[src/rtl/board_init_sequencer.sv]
// board_init_sequencer
//   Board setup controller for the minesweeper datapath. A start request runs
//   three phases in order:
//     1. clear every cell of the mine board,
//     2. hand the mine-board write port to the mine placer and run its
//        start/done/ack handshake,
//     3. sweep the board and write per-cell adjacent-mine counts
//        (0..8, or 4'hF for a mine cell) into the count board.
//
// Ports
//   clk, reset          rising-edge clock, synchronous active-low reset
//   start, ack          begin setup (IDLE only) / release from DONE
//   totalMinesIn        requested mine count, clamped and captured on start
//   plStart, plAck      single-cycle pulses to the mine placer
//   plTotalMines        captured mine count to the placer
//   plX, plY,
//   plPlaceMineEn       placer address and write enable
//   plDone              placer finished
//   memX, memY,
//   memWriteEn,
//   memWriteData        mine-board port (muxed between sweeps and placer)
//   memReadData         mine-board read data, combinational on memX/memY
//   cntX, cntY,
//   cntWriteEn,
//   cntWriteData        count-board write port
//   busy, done          status
module board_init_sequencer #(
  parameter int boardWidth  = 8,
  parameter int boardHeight = 8,
  localparam int XW = $clog2(boardWidth),
  localparam int YW = $clog2(boardHeight)
) (
  input  logic          clk,
  input  logic          reset,
  input  logic          start,
  input  logic          ack,
  input  logic [5:0]    totalMinesIn,
  output logic          plStart,
  output logic          plAck,
  output logic [5:0]    plTotalMines,
  input  logic [XW-1:0] plX,
  input  logic [YW-1:0] plY,
  input  logic          plPlaceMineEn,
  input  logic          plDone,
  output logic [XW-1:0] memX,
  output logic [YW-1:0] memY,
  output logic          memWriteEn,
  output logic          memWriteData,
  input  logic          memReadData,
  output logic [XW-1:0] cntX,
  output logic [YW-1:0] cntY,
  output logic          cntWriteEn,
  output logic [3:0]    cntWriteData,
  output logic          busy,
  output logic          done
);

  localparam int CELLS = boardWidth * boardHeight;

  typedef enum logic [2:0] {
    IDLE, CLEAR, PLACE_START, PLACE_WAIT, PLACE_ACK,
    COUNT_READ, COUNT_WRITE, DONE
  } state_t;

  state_t        state;
  logic [XW-1:0] cx;
  logic [YW-1:0] cy;
  logic [1:0]    kx, ky;     // neighbour index k = 3*ky + kx
  logic [3:0]    acc;
  logic          mineFlag;

  // Neighbour coordinate, one bit wider than the cell coordinate. Both
  // underflow (0-1) and overflow (max+1, a power of two) set the top bit, so
  // it alone flags an out-of-range neighbour.
  logic [XW:0]   nxw;
  logic [YW:0]   nyw;
  logic          nxIn, nyIn, centre, addBit, lastCell, lastK;
  logic [XW-1:0] nbX;
  logic [YW-1:0] nbY;
  logic [3:0]    accAdd;
  logic [5:0]    mineCap;

  always_comb begin
    case (kx)
      2'd0:    nxw = {1'b0, cx} - (XW+1)'(1);
      2'd1:    nxw = {1'b0, cx};
      default: nxw = {1'b0, cx} + (XW+1)'(1);
    endcase
    case (ky)
      2'd0:    nyw = {1'b0, cy} - (YW+1)'(1);
      2'd1:    nyw = {1'b0, cy};
      default: nyw = {1'b0, cy} + (YW+1)'(1);
    endcase
    nxIn   = ~nxw[XW];
    nyIn   = ~nyw[YW];
    // An out-of-range neighbour only happens at an edge cell, where the cell
    // coordinate itself is the clamped address.
    nbX    = nxIn ? nxw[XW-1:0] : cx;
    nbY    = nyIn ? nyw[YW-1:0] : cy;
    centre = (kx == 2'd1) && (ky == 2'd1);
    lastK  = (kx == 2'd2) && (ky == 2'd2);
    addBit = nxIn & nyIn & ~centre & memReadData;
    accAdd = acc + {3'b000, addBit};
    lastCell = (cx == XW'(boardWidth - 1)) && (cy == YW'(boardHeight - 1));
    mineCap  = (int'(totalMinesIn) > CELLS - 1) ? 6'(CELLS - 1) : totalMinesIn;
  end

  // Mine-board port mux: own address during CLEAR and COUNT_READ, placer
  // address while the placer owns the board.
  always_comb begin
    memX         = '0;
    memY         = '0;
    memWriteEn   = 1'b0;
    memWriteData = 1'b0;
    case (state)
      CLEAR: begin
        memX       = cx;
        memY       = cy;
        memWriteEn = 1'b1;
      end
      PLACE_WAIT: begin
        memX         = plX;
        memY         = plY;
        memWriteEn   = plPlaceMineEn;
        memWriteData = 1'b1;
      end
      PLACE_ACK: begin
        memX         = plX;
        memY         = plY;
        memWriteData = 1'b1;
      end
      COUNT_READ: begin
        memX = nbX;
        memY = nbY;
      end
      default: ;
    endcase
  end

  always_ff @(posedge clk) begin
    if (!reset) begin
      state        <= IDLE;
      cx           <= '0;
      cy           <= '0;
      kx           <= '0;
      ky           <= '0;
      acc          <= '0;
      mineFlag     <= 1'b0;
      plStart      <= 1'b0;
      plAck        <= 1'b0;
      plTotalMines <= '0;
      cntX         <= '0;
      cntY         <= '0;
      cntWriteEn   <= 1'b0;
      cntWriteData <= '0;
      busy         <= 1'b0;
      done         <= 1'b0;
    end else begin
      case (state)
        IDLE: if (start) begin
          state        <= CLEAR;
          busy         <= 1'b1;
          plTotalMines <= mineCap;
          cx           <= '0;
          cy           <= '0;
          kx           <= '0;
          ky           <= '0;
          acc          <= '0;
          mineFlag     <= 1'b0;
        end

        CLEAR: begin
          cx <= cx + 1'b1;
          if (cx == XW'(boardWidth - 1)) cy <= cy + 1'b1;
          if (lastCell) begin
            // A zero count would make the placer wrap and fill the board.
            if (plTotalMines == '0) state <= COUNT_READ;
            else begin
              state   <= PLACE_START;
              plStart <= 1'b1;
            end
          end
        end

        PLACE_START: begin
          plStart <= 1'b0;
          state   <= PLACE_WAIT;
        end

        PLACE_WAIT: if (plDone) begin
          plAck <= 1'b1;
          state <= PLACE_ACK;
        end

        PLACE_ACK: begin
          plAck <= 1'b0;
          cx    <= '0;
          cy    <= '0;
          kx    <= '0;
          ky    <= '0;
          state <= COUNT_READ;
        end

        COUNT_READ: begin
          if (centre) mineFlag <= memReadData;
          acc <= accAdd;
          if (lastK) begin
            state        <= COUNT_WRITE;
            cntWriteEn   <= 1'b1;
            cntX         <= cx;
            cntY         <= cy;
            // Include the final neighbour's contribution directly.
            cntWriteData <= mineFlag ? 4'hF : accAdd;
            kx           <= '0;
            ky           <= '0;
          end else if (kx == 2'd2) begin
            kx <= '0;
            ky <= ky + 1'b1;
          end else begin
            kx <= kx + 1'b1;
          end
        end

        COUNT_WRITE: begin
          cntWriteEn   <= 1'b0;
          cntWriteData <= '0;
          acc          <= '0;
          mineFlag     <= 1'b0;
          cx           <= cx + 1'b1;
          if (cx == XW'(boardWidth - 1)) cy <= cy + 1'b1;
          if (lastCell) begin
            state <= DONE;
            busy  <= 1'b0;
            done  <= 1'b1;
          end else begin
            state <= COUNT_READ;
          end
        end

        DONE: if (ack) begin
          state <= IDLE;
          done  <= 1'b0;
        end

        default: state <= IDLE;
      endcase
    end
  end

endmodule

[config.mk]
export PLATFORM = sky130hd
export DESIGN_NAME = board_init_sequencer
export DESIGN_NICKNAME = d
export VERILOG_FILES = /design/src/rtl/board_init_sequencer.sv
export SDC_FILE = /design/constraint.sdc
export NUM_CORES = 1
export LEC_CHECK = 0
export ABC_AREA = 1
export BUFFER_PORTS_ARGS = -buffer_cell sky130_fd_sc_hd__buf_2
export CELL_PAD_IN_SITES_DETAIL_PLACEMENT = 1
export CELL_PAD_IN_SITES_GLOBAL_PLACEMENT = 1
export CORE_MARGIN = 2
export CORE_UTILIZATION = 41
export CTS_CLUSTER_SIZE = 30
export DETAILED_ROUTE_END_ITERATION = 6
export PLACE_DENSITY_LB_ADDON = 0.25
export SLEW_MARGIN = 20
export SYNTH_ARGS = -nofsm -noshare
export SYNTH_HDL_FRONTEND = slang
export SYNTH_SLANG_ARGS = --single-unit
[constraint.sdc]
create_clock -name clk -period 4.6 [get_ports clk]
set_clock_uncertainty 0.2 [all_clocks]
set_input_delay 0.23 -clock clk [delete_from_list [all_inputs] [get_ports clk]]
set_output_delay 0.23 -clock clk [all_outputs]
set_load 0.01 [all_outputs]
== Word level (Yosys, flattened, before mapping) ==
Index checks and enable logic that the tools add are counted.
W data, S select, Z words.
Storage, ports and cells
  logic and storage cells: 133
  output and inout bits: 29
  register bits after elaboration: 39
  input bits: 19
Operators by class
  reductions and logical operators: 31
  eq/ne operators: 23
  $add $sub $neg: 9
  muxes and demuxes: 48
  bitwise operators: 6
Operators by type and width (count)
  $pmux W3 S3: 4
  $mux W3: 10
  $pmux W3 S8: 1
  $pmux W4 S2: 3
  $eq A3 B3 Y1 const B: 6
  $reduce_and A3 Y1: 6
  $ne A2 B2 Y1 const B: 8
  $reduce_and A2 Y1: 7
  $mux W2: 6
  $mux W4: 3
  $pmux W1 S2: 6
  $pmux W2 S3: 2
  $pmux W4 S3: 1
  $mux W1: 11
  $reduce_bool A2 Y1: 5
  $reduce_bool A3 Y1: 3
  $add A3 B1 Y4 const B: 2
  $sub A3 B1 Y4 const B: 2
  $add A3 B1 Y3 const B: 2
  $eq A3 B2 Y1 const B: 2
  $logic_not A6 Y1: 1
  $reduce_and A5 Y1: 1
  $add A2 B1 Y2 const B: 2
  $add A4 B1 Y4: 1
  12 further kinds: 22

== Depth between registers and ports, before layout ==
  depth after elaboration: 10
  gate-level depth with buffers: 12
  depth with buffers taken out: 12

== Least setup slack after synthesis ==
Ideal clock, no wire load.
  path type: register to register
  start point: register kx[1]
  end point: register acc[2]
  clock period less this slack: 2097 ps
  path buffers: 0
  data arrival time: 1826 ps
  stages on the path, launching flop included: 12
  setup time: 71 ps
  setup slack: 2503 ps
  cell sequence: dfxtp_1 -> nor2_1 -> nand2_1 -> nand2_1 -> nand3_1 -> nand2_1 -> a21oi_1 -> ha_1 -> ha_1 -> xnor2_1 -> or2_2 -> a21oi_1
On the way
  word-level cells in the longest chain between the ends: 8
Ends and longest elaborated chain
  from (decl): line 68  | logic [1:0] kx, ky;
  from (signal assigned): line 220  | kx <= kx + 1'b1;
  $eq A2 B1 Y1 / $logic_not A2 Y1 (equally long branches): line 84, 100
  $pmux W4 S2: line 84  | case (kx)
  $not A1 Y1: line 94  | nxIn = ~nxw[XW];
  $and A1 B1 Y1: line 102  | addBit = nxIn & nyIn & ~centre & memReadData;
  $and A1 B1 Y1 * (2 in a row): line 102
  $add A4 B1 Y4 *: line 103  | accAdd = acc + {3'b000, addBit};
  $pmux W4 S3 *: line 159  | case (state)
  to (signal assigned): line 147  | acc <= '0;
  to (signal assigned): line 168  | acc <= '0;
  to (signal assigned): line 206  | acc <= accAdd;
  to (decl): line 69  | logic [3:0] acc;
Mark *: on every way between the ends. The rest lies on a longest branch, timed or not.
A chain may end at the register's enable or synchronous reset.

== Final worst setup path ==
  start point: register state[2]
  end point: output port memY[1]
On the way
  word-level cells in the longest chain between the ends: 3
Ends and longest elaborated chain
  from (decl): line 65  | state_t state;
  from (signal assigned): line 142  | state <= IDLE;
  from (signal assigned): line 161  | state <= CLEAR;
  from (signal assigned): line 177  | if (plTotalMines == '0) state <= COUNT_READ;
  $eq A3 B2 Y1 / $eq A3 B3 Y1 (equally long branches): line 115  | case (state)
  $reduce_or A2 Y1 (no source line)
  $pmux W3 S3 *: line 115
  to (decl): line 46  | output logic [YW-1:0] memY,
Marked as above.

==> results.tsv <==
metric	value	unit
drtPass1Iterations	4	
diodes	0	
clockBufferDepth	2	
fin_crit_sh	56.5	%
vias	2322	
tightest_slew	935	ps
cts_root_buf	clkbuf_8	
ff2ff_path_depth	11	
fin_tns_setup	0	ps
overflow	0	
drtIter0Drc	98	
synth_fp_nets	353	
yosys_warnings	0	
cts_resized	0	
dieArea	6050	µm²
clkLatencyLatePin	300	ps
vias_per_cell	5.16	
crit_buf_inv	2	
slew_viol_final	0	
die_w	77.8	µm
rows	26	
post-route-min-period	2600	ps
syn-cell-area	2230	µm²
synth_cell_types	30	
dp_cells	436	
wl_per_cell	14.5	µm
cp_slowest_cell	dfxtp_1	
instances_no_fill	450	
grt_max_degree	26	
path_delay_family	compound AO/OA/AOI/OAI gates	
ys_ff_latch	39	
final_util	51.4	%
synthCells	326	
outcome	complete, no violations	
power_density	492	nW/µm²
antenna_left	0	
p_leak	1.28	nW
postCtsSetupBuffers	0	
cp.required	4170	ps
endpoint_kind	output pin	
gp_congestion	0.881	
fin_nets	406	
r2r-start	kx[1]	
path_cells	inv_4 -> nor2_8 -> nand2_1 -> o21ai_1 -> a22oi_1 -> o21ai_0 -> buf_2	
start_kind	register	
peakVddDrop	0.196	mV
dp_hpwl	4760	µm
setup_viol	0	
slew-limit-headroom	37.6	%
cts_tree	built	
cts_made_buffers	5	
core	5170	µm²
dieHeight	77.8	µm
rrSetupSlack	2170	ps
io_buffers	47	
hp-class	primary input to register	
top_level_ports	48	
holdPathEnd	plAck	
critical_path_arrival	2170	ps
rsz0062_at_grt	no	
yosysSeqAreaShare	35.0	%
avgSynthCellArea	6.85	µm²
worstSetupPathType	register to output pin	
power	1.31	mW
worst_hold_path.num_cells	3	
area_growth	19.0	%
rr_endpoint	acc[2]	
critPathMaxFanout	9	
timing.critical_path.slowest_cell_delay	680	ps
track_usage	23.3	%
clock-sinks	39	
path_clk_slew	90	ps
drive_above_1_share	21.8	%
fmax	385	MHz
drc_errors	0	
hp-start	plDone	
grt_pass1_wl	11300	µm
maxCapViolations	0	
grt_pass1_vias	2376	
htree_levels	2	
cts-hold-fix-buffers	6	
start_util	43.2	%
hold_viol_final	0	
drt-total-wl	6550	µm
antenna_found_initial	0	
## cell type report
type	count	area (µm²)
Clock buffer	5	68.8
Clock inverter	3	23.8
Fill cell	705	2510
Inverter	36	145
Multi-Input combinational cell	244	1260
Sequential cell	39	781
Tap cell	70	87.6
Timing Repair Buffer	53	295
## stage by stage
| step | hold WS, ps | worst slack [ps] | instance area, µm² |
|---|---|---|---|
| final | 6.13 | 2000 | 2660 |
| after global routing | 15.2 | 1810 | 2660 |
| after CTS | 6.29 | 2060 | 2660 |
| after detailed placement | 237 | 2230 | 2510 |
| after global placement | 229 | 2330 | 2510 |
| after floorplan | 168 | 2500 | 2230 |
## layout by cell type (no fill, tap or decap), types with 5 or more instances in the layout
master         count
nand2_1           92
a21oi_2            5
nand4_1            6
dlygate4sd3_1      6
nor2_1            28
inv_1             29
a21oi_1           31
buf_2             47
dfxtp_1           39
nand3_1           31
o21ai_0           15
clkbuf_8           5
ha_1               8
## flip-flops by register name (all words and copies together), names as in the netlist, 2 cells and up
name          flops
state             3
cntX              3
cy                3
cntY              3
cx                3
ky                2
plTotalMines      6
cntWriteData      4
kx                2
acc               4
## synth_stat cells, drive strengths merged
library cell,n,share of area [%]
nand4,6,1.7
buf,4,1.7
or2,1,0.28
clkbuf,3,0.50
a21oi,36,8.9
dfxtp,39,35
nand3,34,8.3
inv,36,6.5
nor2,33,7.3
o211ai,1,0.34
nand2,99,18
xnor2,2,0.78
nor3,1,0.22
a22oi,3,1.0
xor2,1,0.39
ha,8,4.5
o21ai,19,4.3
## tightest hold or removal path, cell delays in order
cell,delay (ps)
buf_2,100
nand3_1,70
a21oi_1,60
## report_power, final
| group | switching, mW | internal (mW) |
|---|---|---|
| sequential | 0.0632 | 0.375 |
| clock | 0.141 | 0.109 |
| combinational | 0.426 | 0.194 |
| total | 0.630 | 0.677 |
## logic make-up (layout without fill, tap and decap cells)
logic type | count (synthesis) | count (layout) | share of synthesized area, %
buffers and inverters | 43 | 97 | 8.74
and+or+nand+nor | 174 | 174 | 36.1
xor gates and xnor gates | 3 | 3 | 1.18
DFF | 39 | 39 | 35.0
adders and majority gates | 8 | 8 | 4.48
AOI/OAI and AO/OA | 59 | 59 | 14.5
## worst max path at each step
stage | endpoint | depth (start not counted) | startpoint | slack, ps
2_1_floorplan | acc[2] | 11 | kx[1] | 2500
4_1_cts | memY[1] | 7 | state[2] | 2060
6_report | memY[1] | 7 | state[2] | 2000
5_1_grt | memX[2] | 10 | kx[1] | 1810
3_5_place_dp | acc[2] | 11 | kx[1] | 2230
3_3_place_gp | acc[2] | 11 | kx[0] | 2330
## per-layer routing
metal  track usage, %  part of all wire, %  vias up
li1                 -                    -     1174
met1             28.4                   45     1095
met2             41.1                   50       41
met3             3.26                  3.2       12
met4             8.75                  2.2        0
met5                0                    0        -
Power figures use the tool's default switching activity.
